<file path="config.mk">
export PLATFORM = sky130hd
export DESIGN_NAME = uart_rx_vote_sampler_flat
export DESIGN_NICKNAME = d
export VERILOG_FILES = /design/src/rtl/uart_rx_pkg.sv /design/src/rtl/uart_rx_vote_sampler_if.sv /design/src/rtl/uart_rx_vote_sampler_rx_sync.sv /design/src/rtl/uart_rx_vote_sampler.sv /design/src/flat_wrapper.sv
export SDC_FILE = /design/constraint.sdc
export NUM_CORES = 1
export LEC_CHECK = 0
export CORE_UTILIZATION = 60
export CTS_CLUSTER_DIAMETER = 40
export DETAILED_ROUTE_END_ITERATION = 10
export GPL_TIMING_DRIVEN = 0
export PLACE_DENSITY = 0.95
export SYNTH_ARGS = -nofsm -noshare
export SYNTH_HDL_FRONTEND = slang
export SYNTH_SLANG_ARGS = --single-unit
</file>
<file path="constraint.sdc">
create_clock -name clk -period 4.51 [get_ports clk]
set_input_delay 1.353 -clock clk [delete_from_list [all_inputs] [get_ports clk]]
set_output_delay 1.353 -clock clk [all_outputs]
set_load 0.02 [all_outputs]
</file>
<file path="src/rtl/uart_rx_pkg.sv">
// Shared types for the UART RX majority-vote sampler: vote-mode codes, vote-count decode, FSM states.
// No logic or latency of its own; no backpressure.
package uart_rx_pkg;

   localparam logic [1:0] VOTE_1 = 2'd0;
   localparam logic [1:0] VOTE_3 = 2'd1;
   localparam logic [1:0] VOTE_5 = 2'd2;
   localparam logic [1:0] VOTE_7 = 2'd3;

   localparam int CNT_W = 3;

   typedef logic [CNT_W-1:0] vote_cnt_t;

   typedef enum logic [1:0] {
      ST_IDLE,
      ST_WAIT,
      ST_COLLECT,
      ST_HOLD
   } rx_state_t;

   function automatic vote_cnt_t votes_of(input logic [1:0] sel);
      case (sel)
         VOTE_1:  return vote_cnt_t'(1);
         VOTE_3:  return vote_cnt_t'(3);
         VOTE_5:  return vote_cnt_t'(5);
         default: return vote_cnt_t'(7);
      endcase
   endfunction

   // (V-1)/2 for odd V is just the upper two bits
   function automatic logic [1:0] half_of(input vote_cnt_t v);
      return v[2:1];
   endfunction

endpackage

</file>
<file path="src/rtl/uart_rx_vote_sampler_if.sv">
// Bundle between the RX edge counter (master) and the vote sampler (slave).
// Pure wiring, zero latency; no backpressure (one decision per bit, always accepted).
interface uart_rx_vote_sampler_if #(
   parameter int PRESCALE_W = 6
);
   logic                  enable;
   logic                  rx_in;
   logic [PRESCALE_W-1:0] prescale;
   logic [PRESCALE_W-1:0] edge_cnt;
   logic [1:0]            vote_sel;
   logic                  rx_sync;
   logic                  sampled;
   logic                  sample_valid;
   logic                  noise_err;
   logic                  cfg_err;

   modport master (
      output enable, rx_in, prescale, edge_cnt, vote_sel,
      input  rx_sync, sampled, sample_valid, noise_err, cfg_err
   );

   modport slave (
      input  enable, rx_in, prescale, edge_cnt, vote_sel,
      output rx_sync, sampled, sample_valid, noise_err, cfg_err
   );
endinterface

</file>
<file path="src/rtl/uart_rx_vote_sampler_rx_sync.sv">
// Reset-to-idle (1) multi-flop synchroniser for the raw serial line; latency STAGES cycles.
// No backpressure: free-running every clock.
module rx_sync #(
   parameter int STAGES = 2
) (
   input  logic clk,
   input  logic rst,
   input  logic d,
   output logic q
);
   logic [STAGES-1:0] sync_q;

   always_ff @(posedge clk or posedge rst) begin
      if (rst) begin
         sync_q <= '1;
      end else begin
         sync_q <= {sync_q[STAGES-2:0], d};
      end
   end

   assign q = sync_q[STAGES-1];
endmodule

</file>
<file path="src/rtl/uart_rx_vote_sampler.sv">
// Majority-vote bit sampler centred on mid-bit; decision registered one cycle after the last vote.
// No backpressure: one sample_valid pulse per bit that the consumer must take.
module uart_rx_vote_sampler
   import uart_rx_pkg::*;
#(
   parameter int PRESCALE_W  = 6,
   parameter int SYNC_STAGES = 2
) (
   input  logic                 clk,
   input  logic                 rst,
   uart_rx_vote_sampler_if.slave bus
);
   typedef logic [PRESCALE_W-1:0] pos_t;

   logic rx_sync_w;

   rx_sync #(.STAGES(SYNC_STAGES)) u_rx_sync (
      .clk (clk),
      .rst (rst),
      .d   (bus.rx_in),
      .q   (rx_sync_w)
   );

   rx_state_t state;
   pos_t      win_lo_q;
   pos_t      win_hi_q;
   vote_cnt_t votes_q;
   logic [1:0] half_q;
   vote_cnt_t ones_cnt;
   vote_cnt_t tot_cnt;
   logic      sampled_q;
   logic      sample_valid_q;
   logic      noise_err_q;
   logic      cfg_err_q;

   vote_cnt_t             new_votes;
   logic [1:0]            new_half;
   pos_t                  new_c;
   pos_t                  half_ext;
   pos_t                  new_lo;
   logic [PRESCALE_W:0]   new_hi_w;
   logic                  new_bad;
   logic                  relatch;

   assign new_votes = votes_of(bus.vote_sel);
   assign new_half  = half_of(new_votes);
   assign new_c     = bus.prescale >> 1;
   assign half_ext  = pos_t'(new_half);
   assign new_lo    = new_c - half_ext;
   assign new_hi_w  = {1'b0, new_c} + {1'b0, half_ext};
   // c+h > prescale-1 rewritten without the subtraction so prescale=0 cannot wrap
   assign new_bad   = (new_c < half_ext) || (new_hi_w >= {1'b0, bus.prescale});
   assign relatch   = bus.enable && (bus.edge_cnt == '0);

   rx_state_t  eff_state;
   pos_t       eff_lo;
   pos_t       eff_hi;
   vote_cnt_t  eff_votes;
   logic [1:0] eff_half;
   vote_cnt_t  base_ones;
   vote_cnt_t  base_tot;

   // On a latch cycle the fresh configuration applies immediately, so a window
   // starting at edge_cnt 0 still gets its first vote.
   always_comb begin
      eff_state = state;
      eff_lo    = win_lo_q;
      eff_hi    = win_hi_q;
      eff_votes = votes_q;
      eff_half  = half_q;
      base_ones = ones_cnt;
      base_tot  = tot_cnt;
      if (relatch) begin
         eff_state = new_bad ? ST_IDLE : ST_WAIT;
         eff_lo    = new_lo;
         eff_hi    = new_hi_w[PRESCALE_W-1:0];
         eff_votes = new_votes;
         eff_half  = new_half;
         base_ones = '0;
         base_tot  = '0;
      end
   end

   logic      in_window;
   logic      vote_now;
   logic      last_vote;
   vote_cnt_t ones_next;
   vote_cnt_t tot_next;

   assign in_window = (bus.edge_cnt >= eff_lo) && (bus.edge_cnt <= eff_hi);
   assign vote_now  = ((eff_state == ST_WAIT) && (bus.edge_cnt == eff_lo)) ||
                      ((eff_state == ST_COLLECT) && in_window);
   assign last_vote = vote_now && (bus.edge_cnt == eff_hi);
   assign ones_next = base_ones + vote_cnt_t'(vote_now && rx_sync_w);
   assign tot_next  = base_tot + vote_cnt_t'(vote_now);

   always_ff @(posedge clk or posedge rst) begin
      if (rst) begin
         state          <= ST_IDLE;
         win_lo_q       <= '0;
         win_hi_q       <= '0;
         votes_q        <= vote_cnt_t'(1);
         half_q         <= '0;
         ones_cnt       <= '0;
         tot_cnt        <= '0;
         sampled_q      <= 1'b1;
         sample_valid_q <= 1'b0;
         noise_err_q    <= 1'b0;
         cfg_err_q      <= 1'b0;
      end else begin
         sample_valid_q <= 1'b0;
         noise_err_q    <= 1'b0;
         if (!bus.enable) begin
            state    <= ST_IDLE;
            ones_cnt <= '0;
            tot_cnt  <= '0;
         end else begin
            if (relatch) begin
               win_lo_q  <= new_lo;
               win_hi_q  <= new_hi_w[PRESCALE_W-1:0];
               votes_q   <= new_votes;
               half_q    <= new_half;
               cfg_err_q <= new_bad;
            end
            ones_cnt <= ones_next;
            tot_cnt  <= tot_next;
            if (last_vote) begin
               state          <= ST_HOLD;
               sample_valid_q <= 1'b1;
               sampled_q      <= (ones_next > {1'b0, eff_half});
               noise_err_q    <= (ones_next != '0) && (ones_next != eff_votes);
            end else if (vote_now) begin
               state <= ST_COLLECT;
            end else begin
               state <= eff_state;
            end
         end
      end
   end

   assign bus.rx_sync      = rx_sync_w;
   assign bus.sampled      = sampled_q;
   assign bus.sample_valid = sample_valid_q;
   assign bus.noise_err    = noise_err_q;
   assign bus.cfg_err      = cfg_err_q;
endmodule

</file>
<file path="src/flat_wrapper.sv">
// flat-port wrapper written by rule: the top's interface ports become plain ports
module uart_rx_vote_sampler_flat import uart_rx_pkg::*;
#(
   parameter int PRESCALE_W  = 6,
   parameter int SYNC_STAGES = 2
)
  (clk, rst, bus_enable, bus_rx_in, bus_prescale, bus_edge_cnt, bus_vote_sel, bus_rx_sync, bus_sampled, bus_sample_valid, bus_noise_err, bus_cfg_err);
  uart_rx_vote_sampler_if #(.PRESCALE_W(PRESCALE_W)) bus_i ();
  input  logic clk;
  input  logic rst;
  input wire logic [$bits(bus_i.enable)-1:0] bus_enable;
  input wire logic [$bits(bus_i.rx_in)-1:0] bus_rx_in;
  input wire logic [$bits(bus_i.prescale)-1:0] bus_prescale;
  input wire logic [$bits(bus_i.edge_cnt)-1:0] bus_edge_cnt;
  input wire logic [$bits(bus_i.vote_sel)-1:0] bus_vote_sel;
  output wire logic [$bits(bus_i.rx_sync)-1:0] bus_rx_sync;
  output wire logic [$bits(bus_i.sampled)-1:0] bus_sampled;
  output wire logic [$bits(bus_i.sample_valid)-1:0] bus_sample_valid;
  output wire logic [$bits(bus_i.noise_err)-1:0] bus_noise_err;
  output wire logic [$bits(bus_i.cfg_err)-1:0] bus_cfg_err;
  assign bus_i.enable = bus_enable;
  assign bus_i.rx_in = bus_rx_in;
  assign bus_i.prescale = bus_prescale;
  assign bus_i.edge_cnt = bus_edge_cnt;
  assign bus_i.vote_sel = bus_vote_sel;
  assign bus_rx_sync = bus_i.rx_sync;
  assign bus_sampled = bus_i.sampled;
  assign bus_sample_valid = bus_i.sample_valid;
  assign bus_noise_err = bus_i.noise_err;
  assign bus_cfg_err = bus_i.cfg_err;
  uart_rx_vote_sampler #(.PRESCALE_W(PRESCALE_W), .SYNC_STAGES(SYNC_STAGES)) u_core (.clk(clk), .rst(rst), .bus(bus_i));
endmodule
</file>
==> results of run 1 <==
## timing repair
item	CTS
buffers inserted	52
cloned	1
gates resized for setup	71
endpoints found under the setup margin	5
pin swaps	23
endpoints found under the hold margin	0
## kinds of logic after synthesis
| group | share of synthesized area, % |
|---|---|
| compound gates | 12.6 |
| xor+xnor | 5.50 |
| fa+ha+maj | 17.8 |
| buf+inv | 7.33 |
| flops | 36.9 |
| mux | 1.83 |
| simple gates | 18.0 |
## synthesized netlist by cell type (all sizes together) (2+ instances only)
library cell | instances | share of area (%)
nand2 | 36 | 7.1
nand3 | 2 | 0.52
ha | 24 | 16
nor2b | 2 | 0.65
xnor2 | 9 | 4.1
and2 | 4 | 1.3
nor2 | 14 | 2.8
inv | 27 | 5.3
buf | 4 | 1.4
and3 | 2 | 0.65
nand4 | 4 | 1.6
xor2 | 3 | 1.4
dfstp | 4 | 5.5
a21oi | 10 | 3.2
clkbuf | 3 | 0.59
o21ai | 8 | 2.3
nor3 | 3 | 0.79
dfrtp | 24 | 31
mux2i | 2 | 1.0
o311ai | 2 | 0.92
nand2b | 2 | 0.65
fa | 2 | 2.1
a21o | 5 | 2.0
## through the flow
step | worst slack [ns] | utilization [%]
2_1_floorplan | -0.222 | -
3_3_place_gp | -1.18 | 74.2
3_5_place_dp | -1.31 | 74.2
4_1_cts | -0.201 | 93.6
==> impl_results.md, run 1 <==
- FP Rows: 20
- Gpl congestion: 0.901
- Outcome: aborted with a tool error
- Die width: 58.4 um
- Grt repair worst endpoint: u_core.bus.sampled$_DFFE_PP1P_/D
- Post-synth top flop: dfrtp_1
- Clock Tree Root: clkbuf_4
- Num ports: 23
- Post-Syn Instances: 210
- Net Count, Synth: 254
- Mapped Avg Cell Area: 9.10 sq um
- Synthesized flop and latch total: 28
- Placed Area: 2250 sq um
- Cell Area, Synth: 1910 sq um
- Post-synthesis async set-or-reset flop share: 100%
- Hold_buf cts: 0
- Clock sink total: 28
- Chip height: 58.4 um
- Worst endpoint type: register input
- Largest net degree at the start of global routing: 29
- Error: [ERROR DPL-0038] Utilization greater than 100%, impossible to legalize
- Synth cell types: 44
- Port-buffer cells: 20
- CTS buffer count: 3
- H-tree depth: 1
- Number of synthesized flops with an enable pin: 0
- HPWL after DPL: 3220 um
- Placed insts: 274
- Max clock buf depth: 2
- Initial Utilization: 63.1%
- Synth Warn #: 0
- Seq/Total Area, Yosys: 36.9%
- Stopped at: 5_1_grt
==> inputs of run 2 (changes only) <==
- CORE_UTILIZATION: 60 -> 40
- CTS_CLUSTER_DIAMETER: 40 -> not set
- PLACE_DENSITY: 0.95 -> not set
- PLACE_DENSITY_LB_ADDON: not set -> 0.15
==> run 2 against run 1 <==
Effect of this change: the flow now finishes, with violations (setup timing); synthesized area unchanged; synthesized cell count unchanged.
==> impl_results.md, run 2 <==
- Outcome: finished with violations
- Failing checks: setup timing
- Antenna diodes: 0
- Synth cell count leaders: nand2_1 (36), inv_1 (26), dfrtp_1 (24), ha_1 (24), nor2_1 (14)
- Largest net degree at the start of global routing: 29
- Total Routing Usage GR: 19.5%
- R2r endpoint: u_core.bus.sampled$_DFFE_PP1P_
- FP Rows: 24 (+20%)
- Synthesized flop and latch total: 28 (unchanged)
- Net Count, Synth: 254 (unchanged)
- Latest clock arrival within the worst-skew pair: 0.28 ns
- Post-layout util: 59.4%
- Hold Slack: 0.362 ns
- Hold_buf cts: 0 (unchanged)
- Reg-to-reg setup timing slack: 1.45 ns
- Antenna-violating nets left: 0
- GRT overflow: 0
- Initial Utilization: 42.7% (-20 points)
- HP Class: register to register
- CTS buffer count: 3 (unchanged)
- Vias per std cell: 5.04
- Mapped Avg Cell Area: 9.10 sq um (unchanged)
- Critical Path RT: 4.73 ns
- Max clock buf depth: 2 (unchanged)
- Via Count: 1537
- Core Box Area: 4470 sq um
- Gpl congestion: 0.814 (-9.6%)
- Family with the most delay on the worst path: simple AND/OR/NAND/NOR gates
- Num ports: 23 (unchanged)
- Share of layout cells above drive strength 1: 35.6%
- H-tree depth: 1 (unchanged)
- Slew Viols, Final: 0
- Most frequent cells in the layout: nand2_1 (35), dfrtp_1 (24), inv_1 (20)
- Crit path from: bus_edge_cnt[4]
- Cell Area, Synth: 1910 sq um (unchanged)
- Chip height: 71.1 um (+22%)
- Iter 0 DRT Violations: 61
- Clk_skew: 0.00614 ns
- CP startpoint kind: input pin
- NumNets Final: 298
- Seq/Total Area, Yosys: 36.9% (unchanged)
- Synth cell types: 44 (unchanged)
- Initial antenna violation count: 0
- Relative slew slack: 30.2%
- Synth Warn #: 0 (unchanged)
- Worst path buffer plus inverter count: 4
- R2r worst-path depth: 17
- P_leak: 1.28 nW
- Area contributors post-synth: dfrtp_1 (31%), ha_1 (16%), nand2_1 (7.1%)
- DRC: 0
- RSZ-0062 raised after global routing: true
- Crit path max fanout: 10
- Stages on the worst setup path: 22
- Crit path max-delay cell type: nor4_4
- Crit end category: register
- Wire per inst: 14.6 um
- Post-Syn Instances: 210 (unchanged)
- Final min period: 4.80 ns
- Hold path start: u_core.u_rx_sync.sync_q[0]$_DFF_PP1_
- Clock sink total: 28 (unchanged)
- Final period util: 107%
- Area delta synth->final: 39.2%
- Total die area: 5060 sq um
- Pwr Total: 0.640 mW
- Drt first pass iters: 6
- Post-synthesis async set-or-reset flop share: 100% (unchanged)
- Aggregate routed wire length: 4450 um
- Fin worst setup slack: -0.293 ns
- Number of synthesized flops with an enable pin: 0 (unchanged)
- HPWL after DPL: 3010 um (-6.4%)
- Yosys top cell area share: 31.4% (unchanged)
- Most common library cell in the layout ignoring fill and taps: nand2_1
- Worst Path Class, Setup: input pin to register
- Maximum vdd drop: 190 uV
- CP max stage delay: 0.34 ns
- Worst r2r src: u_core.win_hi_q[5]$_DFFE_PP0P_
- Max Clk Rate: 0.208 GHz
- Final Hold Fails: 0
- PwrDens: 241 nW/um^2
- Die width: 71.1 um (+22%)
- CP arrival: 5.02 ns
- Tightest Pin Transition: 1.05 ns
- First-pass GRT wire length: 7540 um
- Critical Path Sink: u_core.bus.sampled$_DFFE_PP1P_
- Vias in the first global route: 1590
- Largest area contributor in the netlist: dfrtp_1
- Most common cell in the netlist: nand2_1
- Top flop regs: u_core.win_hi_q (6), u_core.win_lo_q (6)
- Clock Tree Root: clkbuf_8
- Port-buffer cells: 20 (unchanged)
- Clk pin slew, worst setup/hold paths: 0.10 ns
- Max_cap viols: 0
- Worst path cell trace: clkbuf_4 -> nor4_4 -> and3_1 -> buf_6 -> buf_8 -> nand2_1 -> nand2_1 -> inv_1 -> ha_4 -> and3_4 -> nand4_1 -> a21boi_2 -> o211ai_1 -> nand3_1 -> nor2_2 -> ha_2 -> ha_4 -> ha_4 -> nor2b_4 -> o21ai_2 -> nand2_1 -> mux2_4
- Post-synth top flop: dfrtp_1
- Final setup fails: 2
- TritonCTS clock tree: built
-- run 2: cell counts after synthesis --
Identical to the previous run, type by type.
-- run 2: where the power goes --
part / internal [mW] / switching, mW / total [mW]
registers: 0.276 / 0.00684 / 0.283
clock network: 0.0783 / 0.0806 / 0.159
logic: 0.0932 / 0.105 / 0.198
-- run 2: cell families (layout without fill, tap and decap cells) --
group | after synthesis | after routing | share of synthesized area (%)
flip-flops | 28 | 28 | 36.9
XOR/XNOR | 12 | 12 | 5.50
adder cells (fa/ha/maj) | 26 | 26 | 17.8
multiplexers | 3 | 3 | 1.83
AO/OA/AOI/OAI | 34 | 34 | 12.6
AND/OR/NAND/NOR | 73 | 73 | 18.0
buffers and inverters | 34 | 77 | 7.33
-- run 2: area by class of cell --
class | instances | area (sq um)
fillers | 396 | 1820
multi-input cells | 148 | 1310
flip-flops and latches | 28 | 706
plain buffers | 7 | 88.8
repair buffers | 39 | 335
clock buffers | 4 | 55.1
inverters | 27 | 104
well taps | 52 | 65.1
-- run 2: how the worst min path moves through the flow --
stage                                           endpoint  slack [ns]  cells past startpoint
finish              u_core.u_rx_sync.sync_q[1]$_DFF_PP1_        0.36                      0
global route        u_core.u_rx_sync.sync_q[1]$_DFF_PP1_        0.37                      0
CTS                 u_core.u_rx_sync.sync_q[1]$_DFF_PP1_        0.36                      0
detailed placement  u_core.u_rx_sync.sync_q[1]$_DFF_PP1_        0.35                      0
global placement    u_core.u_rx_sync.sync_q[1]$_DFF_PP1_        0.35                      0
floorplan           u_core.u_rx_sync.sync_q[1]$_DFF_PP1_        0.35                      0
-- run 2: what timing repair did --
action | CTS | global route
setup endpoints to repair | 5 | 4
setup buffers | 9 | 9
gates cloned | 1 | 0
gates resized for setup | 65 | 19
pin swaps | 26 | 25
-- run 2: metrics by stage --
| step | setup TNS [ns] | setup slack, ns | cell area, sq um | std cells |
|---|---|---|---|---|
| 2_1_floorplan | -0.222 | -0.222 | 1990 | 210 |
| 3_3_place_gp | -5.29 | -1.36 | 2260 | 282 |
| 3_5_place_dp | -5.36 | -1.37 | 2260 | 282 |
| 4_1_cts | -0.324 | -0.303 | 2530 | 296 |
| 5_1_grt | -0.934 | -0.468 | 2660 | 305 |
| 6_report | -0.477 | -0.293 | 2660 | 305 |
-- run 2: per-layer routing --
metal  vias to the layer above  GRT usage (%)  part of all wire, %
met4                         0           6.44                  1.4
met5                         -              0                    0
met1                       725           26.1                   51
met3                         6           4.13                  2.5
met2                        21           31.5                   45
li1                        785              -                    -
No activity file was read; power rests on OpenSTA's default activity.
==> inputs of run 3 (changes only) <==
- ABC_AREA: not set -> 1
==> run 3 against run 2 <==
Effect of this change: the run still ends with setup timing left; core utilization shrank 1.7 points; design area grew 2.5%; synthesized cell count grew 18%; die area grew 3.3%; total power grew 4.3%; clock power is essentially flat; critical path type unchanged; critical endpoint unchanged.
==> impl_results.md, run 3 <==
- Outcome: finished with violations
- Failing checks: setup timing
- Synth Warn #: 0 (unchanged)
- Post-Syn Instances: 248 (+18%)
- Total Routing Usage GR: 19.5% (about the same)
- Cell Area, Synth: 1980 sq um (+3.4%)
- Tightest Pin Transition: 1.10 ns (+0.0515 ns)
- Latest clock arrival within the worst-skew pair: 0.28 ns (about the same)
- Placed Area: 2320 sq um (+2.7%)
- GRT overflow: 0 (unchanged)
- Fillers: 445 (+12%)
- Fin worst setup slack: -0.0513 ns (+0.242 ns)
- Core Box Area: 4720 sq um (+5.6%)
- Drt first pass iters: 4 (-2)
- Placed insts: 336 (+19%)
- Post-synthesis async set-or-reset flop share: 100% (unchanged)
- Max_cap viols: 0 (unchanged)
- Vias per std cell: 4.68 (-7.2%)
- Pwr Total: 0.667 mW (+4.3%)
- Clk_skew: 0.00299 ns (-0.00316 ns)
- FP Rows: 25 (+4.2%)
- Hold_buf cts: 0 (unchanged)
- Antenna diodes: 0 (unchanged)
- CP arrival: 4.79 ns (-0.23 ns)
- Crit path max fanout: 3 (-7)
- Synth cell count leaders: nand2_1 (60), inv_1 (44), dfrtp_1 (24), ha_1 (24), nor2_1 (17)
- First-pass GRT wire length: 7770 um (+3.0%)
- NumNets Final: 344 (+15%)
- Critical Path RT: 4.74 ns (about the same)
- Fin area: 2730 sq um (+2.5%)
- Number of synthesized flops with an enable pin: 0 (unchanged)
- Clock Tree Root: clkbuf_8
- Largest area contributor in the netlist: dfrtp_1
- DRC: 0 (unchanged)
- Wire per inst: 12.8 um (-12%)
- Synthesized flop and latch total: 28 (unchanged)
- RSZ-0062 raised after global routing: true
- Mux cell area share after synthesis: 0% (-1.8 points)
- Clk pin slew, worst setup/hold paths: 0.10 ns (about the same)
- Post-synthesis compound-gate area fraction: 8.42% (-4.2 points)
- Largest net degree at the start of global routing: 29 (unchanged)
- Maximum vdd drop: 188 uV (-1.2%)
- Final min period: 4.56 ns (-0.242 ns)
- Relative slew slack: 26.8% (-3.4 points)
- P_leak: 1.43 nW (+12%)
- Initial antenna violation count: 0 (unchanged)
- TritonCTS clock tree: built
- Net Count, Synth: 292 (+15%)
- Final Hold Fails: 0 (unchanged)
- HPWL after DPL: 3270 um (+8.4%)
- Antenna-violating nets left: 0 (unchanged)
- CTS buffer count: 3 (unchanged)
- Synth Area in Adders: 17.2% (-0.59 points)
- Total die area: 5220 sq um (+3.3%)
- Seq/Total Area, Yosys: 35.7% (-1.2 points)
- HP Class: register to register
- Register area: 706 sq um (unchanged)
- Iter 0 DRT Violations: 89 (+46%)
- Post-layout util: 57.7% (-1.7 points)
- H-tree depth: 1 (unchanged)
- Final non-filler cell total: 366 (+20%)
- Slew Viols, Final: 0 (unchanged)
- Post-synth top flop: dfrtp_1
- Vias in the first global route: 1700 (+6.9%)
- Share of layout cells above drive strength 1: 32.4% (-3.1 points)
- Worst path buffer plus inverter count: 6 (+2)
- Family with the most delay on the worst path: adder cells
- Final period util: 101% (-5.4 points)
- Synth cell types: 35 (-20%)
- Max clock buf depth: 2 (unchanged)
- Aggregate routed wire length: 4690 um (+5.4%)
- Area of the multi-input gates: 1220 sq um (-6.2%)
- Mapped Avg Cell Area: 7.97 sq um (-12%)
- Largest family of logic cells by synthesized area: simple AND/OR/NAND/NOR gates
- Port-buffer cells: 21 (+5.0%)
- Num ports: 23 (unchanged)
- Area delta synth->final: 38.0%
- Crit path max-delay cell type: fa_2
- Chip height: 72.3 um (+1.6%)
- PwrDens: 245 nW/um^2 (+1.7%)
- Crit end category: register
- Synth Area in XOR/XNOR: 0.887% (-4.6 points)
- Initial Utilization: 41.8% (-0.87 points)
- Die width: 72.3 um (+1.6%)
- Gpl congestion: 0.824 (+1.3%)
- Most common library cell in the layout ignoring fill and taps: nand2_1
- Worst Path Class, Setup: input pin to register
- Via Count: 1712 (+11%)
- CP max stage delay: 0.36 ns (+0.02 ns)
- Clock sink total: 28 (unchanged)
- Top flop regs: u_core.win_hi_q (6), u_core.win_lo_q (6)
- Most frequent cells in the layout: nand2_1 (55), inv_1 (38), buf_4 (25)
- Area contributors post-synth: dfrtp_1 (30%), ha_1 (15%), nand2_1 (11%)
- Simple-gate share of the synthesized area: 26.0% (+8.0 points)
- Most common cell in the netlist: nand2_1
- Final setup fails: 1 (-1)
- Setup tns final: -0.0513 ns (+0.425 ns)
- Max Clk Rate: 0.219 GHz (+5.3%)
- Yosys top cell area share: 30.4% (-1.0 points)
- CP startpoint kind: input pin
-- run 3: logic make-up (layout without fill, tap and decap cells) --
| group | count (synthesis) | after routing |
|---|---|---|
| simple gates | 111 | 111 |
| flops | 28 | 28 |
| buf+inv | 53 | 104 |
| compound gates | 28 | 28 |
| fa+ha+maj | 26 | 26 |
| xor+xnor | 2 | 2 |
-- run 3: area by class of cell --
class	instances	share of cell area, %
clock buffer	4	2.02
inverter	47	6.75
multi-input combinational	167	44.9
buffer	6	2.25
tap	67	3.07
timing repair buffer	47	15.1
sequential	28	25.9
-- run 3: timing repair --
action                                 CTS  global route
pin swaps                               29            12
cloned                                   1             0
gates resized for setup                 70            11
endpoints found under the hold margin    0             0
buffers inserted                        17             8
setup endpoints to repair                5             2
-- run 3: path summary, 6_finish.rpt --
kind                       slack [ns]                            startpoint                                   end  cells past startpoint
setup / recovery                -0.05                       bus_prescale[1]        u_core.bus.sampled$_DFFE_PP1P_                     29
hold / removal                   0.36  u_core.u_rx_sync.sync_q[0]$_DFF_PP1_  u_core.u_rx_sync.sync_q[1]$_DFF_PP1_                      0
setup reg to reg                 1.52        u_core.win_hi_q[5]$_DFFE_PP0P_        u_core.bus.sampled$_DFFE_PP1P_                     21
hold reg to reg                  0.36  u_core.u_rx_sync.sync_q[0]$_DFF_PP1_  u_core.u_rx_sync.sync_q[1]$_DFF_PP1_                      0
max in group asynchronous        2.20                                   rst          u_core.ones_cnt[1]$_DFF_PP0_                      2
min in group asynchronous        1.64                                   rst        u_core.bus.cfg_err$_DFFE_PP0P_                      2
-- run 3: power by group --
part / total (mW) / internal, mW / switching (mW)
combinational: 0.224 / 0.0998 / 0.124
sequential: 0.282 / 0.276 / 0.00629
clock: 0.161 / 0.0783 / 0.0829
total: 0.667 / 0.454 / 0.213
-- run 3: metrics by stage --
stage               hold WS (ns)  worst slack (ns)
floorplan                  0.345           0.00989
global placement           0.345             -1.06
detailed placement         0.351             -1.08
CTS                        0.366          -0.00898
global route               0.369            -0.216
finish                     0.363           -0.0513
-- run 3: layer usage --
| layer | vias up | track usage, % | routed length [um] |
|---|---|---|---|
| li1 | 895 | - | - |
| met1 | 786 | 26.3 | 2300 |
| met2 | 27 | 33.1 | 2170 |
| met3 | 4 | 3.75 | 166 |
| met4 | 0 | 3.05 | 44 |
| met5 | - | 0 | 0 |
==> edit, RTL diff (flow settings as in run 3) <==
`PRESCALE_W` is set to 6 in 3 places; all go to 8.
--- a/src/rtl/uart_rx_vote_sampler_if.sv
+++ b/src/rtl/uart_rx_vote_sampler_if.sv
@@ -3,3 +3,3 @@
 interface uart_rx_vote_sampler_if #(
-   parameter int PRESCALE_W = 6
+   parameter int PRESCALE_W = 8
 );
--- a/src/rtl/uart_rx_vote_sampler.sv
+++ b/src/rtl/uart_rx_vote_sampler.sv
@@ -5,3 +5,3 @@
 #(
-   parameter int PRESCALE_W  = 6,
+   parameter int PRESCALE_W  = 8,
    parameter int SYNC_STAGES = 2
--- a/src/flat_wrapper.sv
+++ b/src/flat_wrapper.sv
@@ -3,3 +3,3 @@
 #(
-   parameter int PRESCALE_W  = 6,
+   parameter int PRESCALE_W  = 8,
    parameter int SYNC_STAGES = 2
Interface: changed (resized bus_edge_cnt and bus_prescale); port bits go from 23 to 27. The function was not compared with the original's and may differ.
==> edit against run 3 <==
The flow still finishes with violations (negative setup slack). Worst setup slack worse by 0.18 ns. Clock skew is 0.0012 ns higher. Critical endpoint is now u_core.state[0]. Die area grew 19%. Design area is 29% higher. Sequential cell count is 4 higher. Non-clock buffer count increased by 26. Total power up 19%. Worst hold slack got worse by 0.0049 ns. Synthesized area up 20%. Critical path depth decreased by 1. Wire length grew 32%.
==> edit: results (changes against run 3) <==
route:
  finalWirelength_mm: 6.17  # +32%
  drt_iter0_markers: 100  # +12%
  avgViaCountPerCell: 4.78  # +2.1%
hold_path:
  hold_path.class: "register to register"
  min_to: "u_core.u_rx_sync.sync_q[1]"
placement:
  place_congestion: 0.797  # -3.3%
  dp_hpwl_mm: 4.02  # +23%
  dpl_worst_slack_ns: -1.13  # -0.0493 ns
  io_buffer_count: 24  # +14%
cells_and_area:
  clock_buffers: 7  # +3
  inv_count: 59  # +26%
  drive_above_1_share_pct: 34.1  # +1.7 points
  nets: 442  # +28%
  buffer_area_share_pct: 19.5  # +2.1 points
  buffers: 79  # +49%
  fill_cells: 499  # +12%
  clock_area_share_pct: 3.60  # +1.6 points
  multi_input_area_share_pct: 44.7  # -0.15 points
  nMultiInputCombCells: 209  # +25%
global_route:
  grt_pass1_vias: 2248  # +32%
  grt_usage_pct: 21.8  # +2.3 points
  grt_first_pass_wirelength_mm: 10.2  # +31%
  grt_max_degree: 33  # +14%
logic_synthesis:
  postSynthNetCount: 363  # +24%
  synth_top_area_share_pct: 29.6  # -0.77 points
  ys_top_cells_by_count: "nand2_1 (69), inv_1 (57), ha_1 (32), nor2_1 (32), dfrtp_1 (28)"
  synth_cell_types: 36  # +2.9%
  synthTopCellsByArea: "dfrtp_1 (30%), ha_1 (17%), nand2_1 (11%), inv_1 (9.0%), nor2_1 (5.1%)"
  ys_seq_area_share_pct: 34.1  # -1.6 points
  synth-xor-area-share_pct: 2.91  # +2.0 points
  synth_mux_area_share_pct: 0  # unchanged
  synth-compound-area-share_pct: 8.99  # +0.57 points
power_and_ir_drop:
  p_comb_share_pct: 23.1  # -10 points
  vdd_drop_max_mv: 0.173  # -7.9%
  p_clk_share_pct: 38.5  # +14 points
  power_leakage_nw: 1.82  # +27%
  p_int_mw: 0.578  # +27%
worst_setup_path:
  timing.rr.end: "u_core.state[0]"
  slowest_delay_ns: 0.40  # +0.04 ns
  worstSetupEndpointType: "register"
  crit_start: "bus_vote_sel[0]"
  r2r_start: "u_core.win_lo_q[5]"
  r2r_slack_ns: 1.41  # -0.11 ns
  path_max_fanout: 4  # +1
  worst_r2r_path_depth: 20  # -4.8%
  crit_family: "buffers and inverters"
clocking:
  htree_num_levels: 2  # +1
  cts_setup_buffers: 44  # +27
  clkTransAtPathRegs_ns: 0.07  # -0.03 ns
  cts_resized: 67  # -4.3%
  cts_made_buffers: 5  # +2
  cts_sinks: 32  # +14%
sta:
  slew_headroom_pct: 52.5  # +26 points
  fin_skew_ns: 0.00415  # +0.00116 ns
  setup_viol: 5  # +4
  fin_ws_ns: -0.230  # -0.179 ns
  setup_tns_ns: -0.983  # -0.931 ns
run_status:
  outcome: "finished with violations"
  violations: "negative setup slack"
[edit: cell count changes after synthesis, moves of 5 or more]
cell | before | now
nor2_1 | 17 | 32
ha_1 | 24 | 32
inv_1 | 44 | 57
xor2_1 | 1 | 6
nand2_1 | 60 | 69
o21ai_0 | 11 | 17
[edit: through the flow]
step | cell area, sq um | std cells | power [mW] | hold slack, ns | utilization, %
after global placement | 2740 | 403 | 0.452 | 0.346 | 48.9
final | 3510 | 459 | 0.792 | 0.358 | 62.5
after floorplan | 2410 | 307 | 0.405 | 0.345 | -
after CTS | 3310 | 455 | 0.778 | 0.359 | 59.0
after global routing | 3510 | 459 | 0.835 | 0.366 | 62.5
after detailed placement | 2740 | 403 | 0.456 | 0.348 | 48.9
[edit: metal layers]
metal  global-route usage (%)  up-vias  share of wire [%]
met5                        0        -                  0
met4                     6.73        0                1.3
met3                     5.06        8                2.8
met2                     37.7       33                 49
met1                     26.7     1038                 46
li1                         -     1113                  -
